$ cat src/rtl/cpu_pkg.sv
// Shared encodings for the multi-cycle CPU sequencer: opcodes, FSM states,
// ALU operation codes and datapath mux selects.
package cpu_pkg;

   localparam logic [3:0] OP_NOP   = 4'h0;
   localparam logic [3:0] OP_LDI   = 4'h1;
   localparam logic [3:0] OP_MOV   = 4'h2;
   localparam logic [3:0] OP_ADD   = 4'h3;
   localparam logic [3:0] OP_SUB   = 4'h4;
   localparam logic [3:0] OP_JMP   = 4'h5;
   localparam logic [3:0] OP_JZ    = 4'h6;
   localparam logic [3:0] OP_JC    = 4'h7;
   localparam logic [3:0] OP_LOAD  = 4'h8;
   localparam logic [3:0] OP_STORE = 4'h9;
   localparam logic [3:0] OP_HALT  = 4'hF;

   typedef enum logic [2:0] {
      ST_IDLE,
      ST_FETCH,
      ST_DECODE,
      ST_EXECUTE,
      ST_MEM,
      ST_HALT
   } state_t;

   localparam logic [2:0] ALU_PASS = 3'b000;
   localparam logic [2:0] ALU_ADD  = 3'b001;
   localparam logic [2:0] ALU_SUB  = 3'b010;

   localparam logic [1:0] MUXA_REG = 2'b00;
   localparam logic [1:0] MUXA_IMM = 2'b01;
   localparam logic [1:0] MUXA_ALU = 2'b10;
   localparam logic [1:0] MUXA_MEM = 2'b11;
   localparam logic [1:0] MUXB_REG = 2'b00;

endpackage

$ cat src/rtl/seq_exec_decode.sv
// EXECUTE-phase strobe map: opcode plus ALU flags to the datapath controls
// that fire in that single cycle.
module seq_exec_decode
   import cpu_pkg::*;
(
   input  logic [3:0] opcode,
   input  logic       zero,
   input  logic       carry,
   output logic [2:0] alu_op,
   output logic       regfile_we,
   output logic       pc_en,
   output logic       pc_load,
   output logic [1:0] sel_mux_a,
   output logic [1:0] sel_mux_b
);

   always_comb begin
      alu_op     = ALU_PASS;
      regfile_we = 1'b0;
      pc_en      = 1'b0;
      pc_load    = 1'b0;
      sel_mux_a  = MUXA_REG;
      sel_mux_b  = MUXB_REG;
      case (opcode)
         OP_LDI: begin
            regfile_we = 1'b1;
            sel_mux_a  = MUXA_IMM;
            pc_en      = 1'b1;
         end
         OP_MOV: begin
            regfile_we = 1'b1;
            sel_mux_a  = MUXA_REG;
            pc_en      = 1'b1;
         end
         OP_ADD: begin
            regfile_we = 1'b1;
            alu_op     = ALU_ADD;
            sel_mux_a  = MUXA_ALU;
            sel_mux_b  = MUXB_REG;
            pc_en      = 1'b1;
         end
         OP_SUB: begin
            regfile_we = 1'b1;
            alu_op     = ALU_SUB;
            pc_en      = 1'b1;
         end
         OP_JMP: pc_load = 1'b1;
         OP_JZ: begin
            pc_load = zero;
            pc_en   = ~zero;
         end
         OP_JC: begin
            pc_load = carry;
            pc_en   = ~carry;
         end
         // NOP and the unused A-E codes simply advance the PC
         default: pc_en = 1'b1;
      endcase
   end

endmodule

$ cat src/rtl/cpu_sequencer.sv
// Multi-cycle instruction sequencer with RAM ready stalls and HALT/resume.
// Define SEQ_TIMEOUT_EN to bound RAM waits and raise a sticky bus_error.
module cpu_sequencer
   import cpu_pkg::*;
#(
   parameter int TIMEOUT_CYCLES = 15
)(
   input  logic       clk,
   input  logic       rst,
   input  logic [3:0] opcode,
   input  logic       zero,
   input  logic       carry,
   input  logic       mem_ready,
   input  logic       resume,
   output logic [2:0] alu_op,
   output logic       regfile_we,
   output logic       pc_en,
   output logic       pc_load,
   output logic       ir_load,
   output logic       mem_we,
   output logic       mem_re,
   output logic       mem_addr_sel,
   output logic [1:0] sel_mux_a,
   output logic [1:0] sel_mux_b,
   output logic       retire,
   output logic       halted,
   output logic       bus_error
);

   state_t     state;
   logic       timeout_hit;
   logic [2:0] ex_alu_op;
   logic       ex_regfile_we, ex_pc_en, ex_pc_load;
   logic [1:0] ex_mux_a, ex_mux_b;

   seq_exec_decode u_exec_decode (
      .opcode     (opcode),
      .zero       (zero),
      .carry      (carry),
      .alu_op     (ex_alu_op),
      .regfile_we (ex_regfile_we),
      .pc_en      (ex_pc_en),
      .pc_load    (ex_pc_load),
      .sel_mux_a  (ex_mux_a),
      .sel_mux_b  (ex_mux_b)
   );

`ifdef SEQ_TIMEOUT_EN
   localparam int CW = $clog2(TIMEOUT_CYCLES + 1);
   logic [CW-1:0] wait_count;
   logic          bus_error_q;

   assign timeout_hit = (state == ST_FETCH || state == ST_MEM) && !mem_ready &&
                        (wait_count == CW'(TIMEOUT_CYCLES));
   assign bus_error   = bus_error_q;

   // Counts only uninterrupted stalls; any ready or state change restarts it
   always_ff @(posedge clk or posedge rst) begin
      if (rst) begin
         wait_count  <= '0;
         bus_error_q <= 1'b0;
      end else begin
         if ((state == ST_FETCH || state == ST_MEM) && !mem_ready && !timeout_hit)
            wait_count <= wait_count + 1'b1;
         else
            wait_count <= '0;
         if (timeout_hit)
            bus_error_q <= 1'b1;
      end
   end
`else
   assign timeout_hit = 1'b0;
   assign bus_error   = 1'b0;
`endif

   always_ff @(posedge clk or posedge rst) begin
      if (rst) begin
         state <= ST_IDLE;
      end else begin
         case (state)
            ST_IDLE:    state <= ST_FETCH;
            ST_FETCH: begin
               if (timeout_hit)    state <= ST_HALT;
               else if (mem_ready) state <= ST_DECODE;
            end
            ST_DECODE: begin
               if (opcode == OP_HALT)
                  state <= ST_HALT;
               else if (opcode == OP_LOAD || opcode == OP_STORE)
                  state <= ST_MEM;
               else
                  state <= ST_EXECUTE;
            end
            ST_EXECUTE: state <= ST_FETCH;
            ST_MEM: begin
               if (timeout_hit)    state <= ST_HALT;
               else if (mem_ready) state <= ST_FETCH;
            end
            ST_HALT: begin
               if (resume && !bus_error) state <= ST_FETCH;
            end
            default:    state <= ST_IDLE;
         endcase
      end
   end

   // Strobes are decoded from the current state so reset clears them at once
   always_comb begin
      alu_op       = ALU_PASS;
      regfile_we   = 1'b0;
      pc_en        = 1'b0;
      pc_load      = 1'b0;
      ir_load      = 1'b0;
      mem_we       = 1'b0;
      mem_re       = 1'b0;
      mem_addr_sel = 1'b0;
      sel_mux_a    = MUXA_REG;
      sel_mux_b    = MUXB_REG;
      halted       = 1'b0;
      case (state)
         ST_FETCH: begin
            mem_re  = 1'b1;
            ir_load = mem_ready;
         end
         ST_EXECUTE: begin
            alu_op     = ex_alu_op;
            regfile_we = ex_regfile_we;
            pc_en      = ex_pc_en;
            pc_load    = ex_pc_load;
            sel_mux_a  = ex_mux_a;
            sel_mux_b  = ex_mux_b;
         end
         ST_MEM: begin
            mem_addr_sel = 1'b1;
            mem_re       = (opcode == OP_LOAD);
            mem_we       = (opcode != OP_LOAD);
            if (mem_ready) begin
               pc_en = 1'b1;
               if (opcode == OP_LOAD) begin
                  regfile_we = 1'b1;
                  sel_mux_a  = MUXA_MEM;
               end
            end
         end
         ST_HALT: begin
            halted = 1'b1;
            pc_en  = resume && !bus_error;
         end
         default: ;
      endcase
      retire = pc_en | pc_load;
   end

endmodule

$ cat config.mk
export PLATFORM = sky130hd
export DESIGN_NAME = cpu_sequencer
export DESIGN_NICKNAME = d
export VERILOG_FILES = /design/src/rtl/cpu_pkg.sv /design/src/rtl/seq_exec_decode.sv /design/src/rtl/cpu_sequencer.sv
export SDC_FILE = /design/constraint.sdc
export NUM_CORES = 1
export LEC_CHECK = 0
export ABC_AREA = 1
export CORE_AREA = 2 2 39 41
export CTS_CLUSTER_SIZE = 12
export DETAILED_ROUTE_END_ITERATION = 8
export DIE_AREA = 0 0 41 43
export GPL_ROUTABILITY_DRIVEN = 0
export GPL_TIMING_DRIVEN = 0
export HOLD_SLACK_MARGIN = 0.06
export PLACE_DENSITY_LB_ADDON = 0.15
export SLEW_MARGIN = 20
export SYNTH_ARGS = -nofsm -noshare
export SYNTH_HDL_FRONTEND = slang
export SYNTH_SLANG_ARGS = --single-unit
$ cat constraint.sdc
create_clock -name clk -period 2.1 [get_ports clk]
set_input_delay 0.63 -clock clk [delete_from_list [all_inputs] [get_ports clk]]
set_output_delay 0.63 -clock clk [all_outputs]
set_load 0.02 [all_outputs]
==> summary.txt <==
fmax: 0.4878 GHz
unrepaired setup endpoints after global routing: true
cell internal pwr: 0.3146 mW
first-pass GRT wire length: 1952 µm
top cell type's share of synthesized area: 21.09%
worst-path maximum fanout: 4
I/O pin total: 27
Fill cells: 153
clock buffer depth: 2
Final Max Slew Viols: 0
period utilisation layout: 97.62%
layout cells sized above 1: 36.80%
largest registers: state x3
P&R area growth vs syn: 57.81%
Seq pwr share: 19.5%
status: complete, no violations
die width: 41 µm
sw frac: 51.12%
power density cells: 848.7 mW/mm²
placed insts: 135
min Tclk post-route: 2.050 ns
vias per cell: 4.475
# port buffers: 22
clk sinks: 3
DR DRC count: 0
Clock Latency Late Sink: 0.23 ns
Hold Crit Class: input pin to asynchronous set/reset pin
Worst Setup Path Type: input pin to primary output
Area contributors post-synth: nand2_1 21%, dfrtp_1 16%, inv_1 15%
number of inserted diodes: 0
die area: 0.001763 mm²
H-tree levels: 1
initial antenna violation count: 0
DR pass1 iterations: 4
FF-to-FF path depth: 6
clk_skew: 0.005055 ns
crit end category: primary output
Reg-to-Reg Start: state[1]$_DFFE_PP0P_
Netlist cell types: 15
DPL Wire Length: 944.4 µm
YS warnings: 0
sequential fraction of the synthesis area: 15.63%
Mean Syn Cell Area: 5.111 µm²
largest net degree at the start of global routing: 7
Largest register FFs: 3
post-synth top area cell: nand2_1
total track usage: 16.01%
setup total negative slack: 0 ns
Layout Nets: 136
RR Endpoint: state[0]$_DFFE_PP0P_
Die Y: 43 µm
post-synthesis register bit count: 3
Cell Area, Synth: 480.5 µm²
CTS tree: yes
row count: 14
final hold violation count: 0
startpoint types: input pin
Peak VDD IR: 476.1 µV
combinational power share: 64.9%
critical path arrival: 1.42 ns
Core ar.: 0.001384 mm²
post-route ant nets: 0
clock transition at the registers of the reported paths: 0.04 ns
Overflow after GRT: 0
worst path required time: 1.47 ns
final WL: 1217 µm
flop-to-flop setup slack: 0.98 ns
DR WL/cell: 8.631 µm
clock network power share: 15.6%
initial DRC count: 10
root buffer cell: clkbuf_4
Cells after Synth: 94
Biggest register: state
Leakage: 0.4974 nW
number of global-route vias before repair: 524
hold buffer count at cts: 0
sw power: 0.3290 mW
final setup fails: 0
post-route insts no fill: 141
initial core utilization: 34.72%
Vias: 631
Max-Cap Viols: 0
cts bufs inserted: 3
[cell usage after synthesis (all sizes together)]
| cell type | instances |
|---|---|
| dfrtp | 3 |
| o21ai | 3 |
| nor3 | 1 |
| buf | 4 |
| conb | 1 |
| nor2 | 14 |
| inv | 23 |
| nand4 | 1 |
| nand2 | 31 |
| nand3 | 12 |
| o211ai | 1 |
[power groups by stage]
stage / combinational (mW) / clock (mW) / sequential [mW]
3_5_place_dp: 0.433 / 0 / 0.117
2_1_floorplan: 0.288 / 0 / 0.110
5_1_grt: 0.465 / 0.116 / 0.128
4_1_cts: 0.420 / 0.104 / 0.118
3_3_place_gp: 0.430 / 0 / 0.117
6_report: 0.418 / 0.100 / 0.125
[layout by cell type, fill, tap and decap left out, types with 3 or more instances in the layout]
cell	netlist	routed
o21ai_1	1	3
nand2_2	4	6
buf_2	0	7
nand2_1	27	25
nor2_1	13	10
buf_4	4	11
conb_1	1	4
nand3_1	12	10
inv_1	19	16
clkbuf_4	0	3
inv_2	4	7
dlygate4sd2_1	0	6
[kinds of logic (layout without fill, tap and decap cells)]
kind of cell	Yosys count	count (layout)	share of synthesized area [%]
other	1	4	0.7805
buffers and inverters	27	55	24.22
DFF	3	3	15.62
AOI/OAI and AO/OA	4	4	4.687
and+or+nand+nor	59	59	54.69
[worst max path at each step]
| stage | start | to | slack [ns] | depth (start not counted) |
|---|---|---|---|---|
| after floorplan | opcode[1] | sel_mux_a[0] | 0.13 | 5 |
| after global placement | opcode[0] | sel_mux_a[1] | -0.91 | 7 |
| after detailed placement | opcode[0] | sel_mux_a[1] | -0.92 | 7 |
| after CTS | opcode[2] | pc_en | 0.0009 | 8 |
| after global routing | opcode[0] | sel_mux_a[1] | -0.01 | 7 |
| final | opcode[0] | sel_mux_a[1] | 0.05 | 7 |
[per-layer routing]
layer / wire (µm) / up-vias / track usage [%]
met3: 111 / 0 / 6.283
met1: 523 / 266 / 22.08
met2: 581 / 30 / 23.44
met5: 0 / - / 0
met4: 0 / 0 / 2.667
li1: - / 335 / -
[critical path: stages]
cell     delay [ns]
buf_4          0.13
nor2_4         0.11
inv_2          0.05
nor3_4         0.17
nand2_2        0.09
o21ai_1        0.08
buf_4          0.15
[what timing repair did]
action / in CTS / in global routing
setup endpoints to repair: 13 / 10
pin swaps: 7 / 2
endpoints found under the hold margin: 0 / 0
setup buffers: 2 / 0
resized for setup: 82 / 11
[metrics by stage]
| stage | power (mW) | setup WS, ns | cell area (µm²) | util [%] | hold WS [ns] |
|---|---|---|---|---|---|
| final | 0.6435 | 0.05000 | 758.2 | 54.79 | 0.5589 |
| after global routing | 0.7095 | -0.009638 | 758.2 | 54.79 | 0.5712 |
| after CTS | 0.6422 | 0.0009383 | 765.7 | 55.33 | 0.5555 |
| after detailed placement | 0.5496 | -0.9186 | 732.0 | 52.89 | 0.6129 |
| after global placement | 0.5474 | -0.9050 | 732.0 | 52.89 | 0.6017 |
| after floorplan | 0.3977 | 0.1298 | 491.7 | - | 0.3836 |
[cell type report]
type | instances | area, µm² | share of cell area (%)
multi-input combinational | 67 | 334.1 | 44.06
timing repair buffer | 24 | 183.9 | 24.26
inverter | 23 | 86.33 | 11.39
sequential | 3 | 77.57 | 10.23
buffer | 4 | 30.03 | 3.960
clock buffer | 4 | 26.28 | 3.465
tap | 16 | 20.02 | 2.640
No activity file was read; power rests on OpenSTA's default activity.
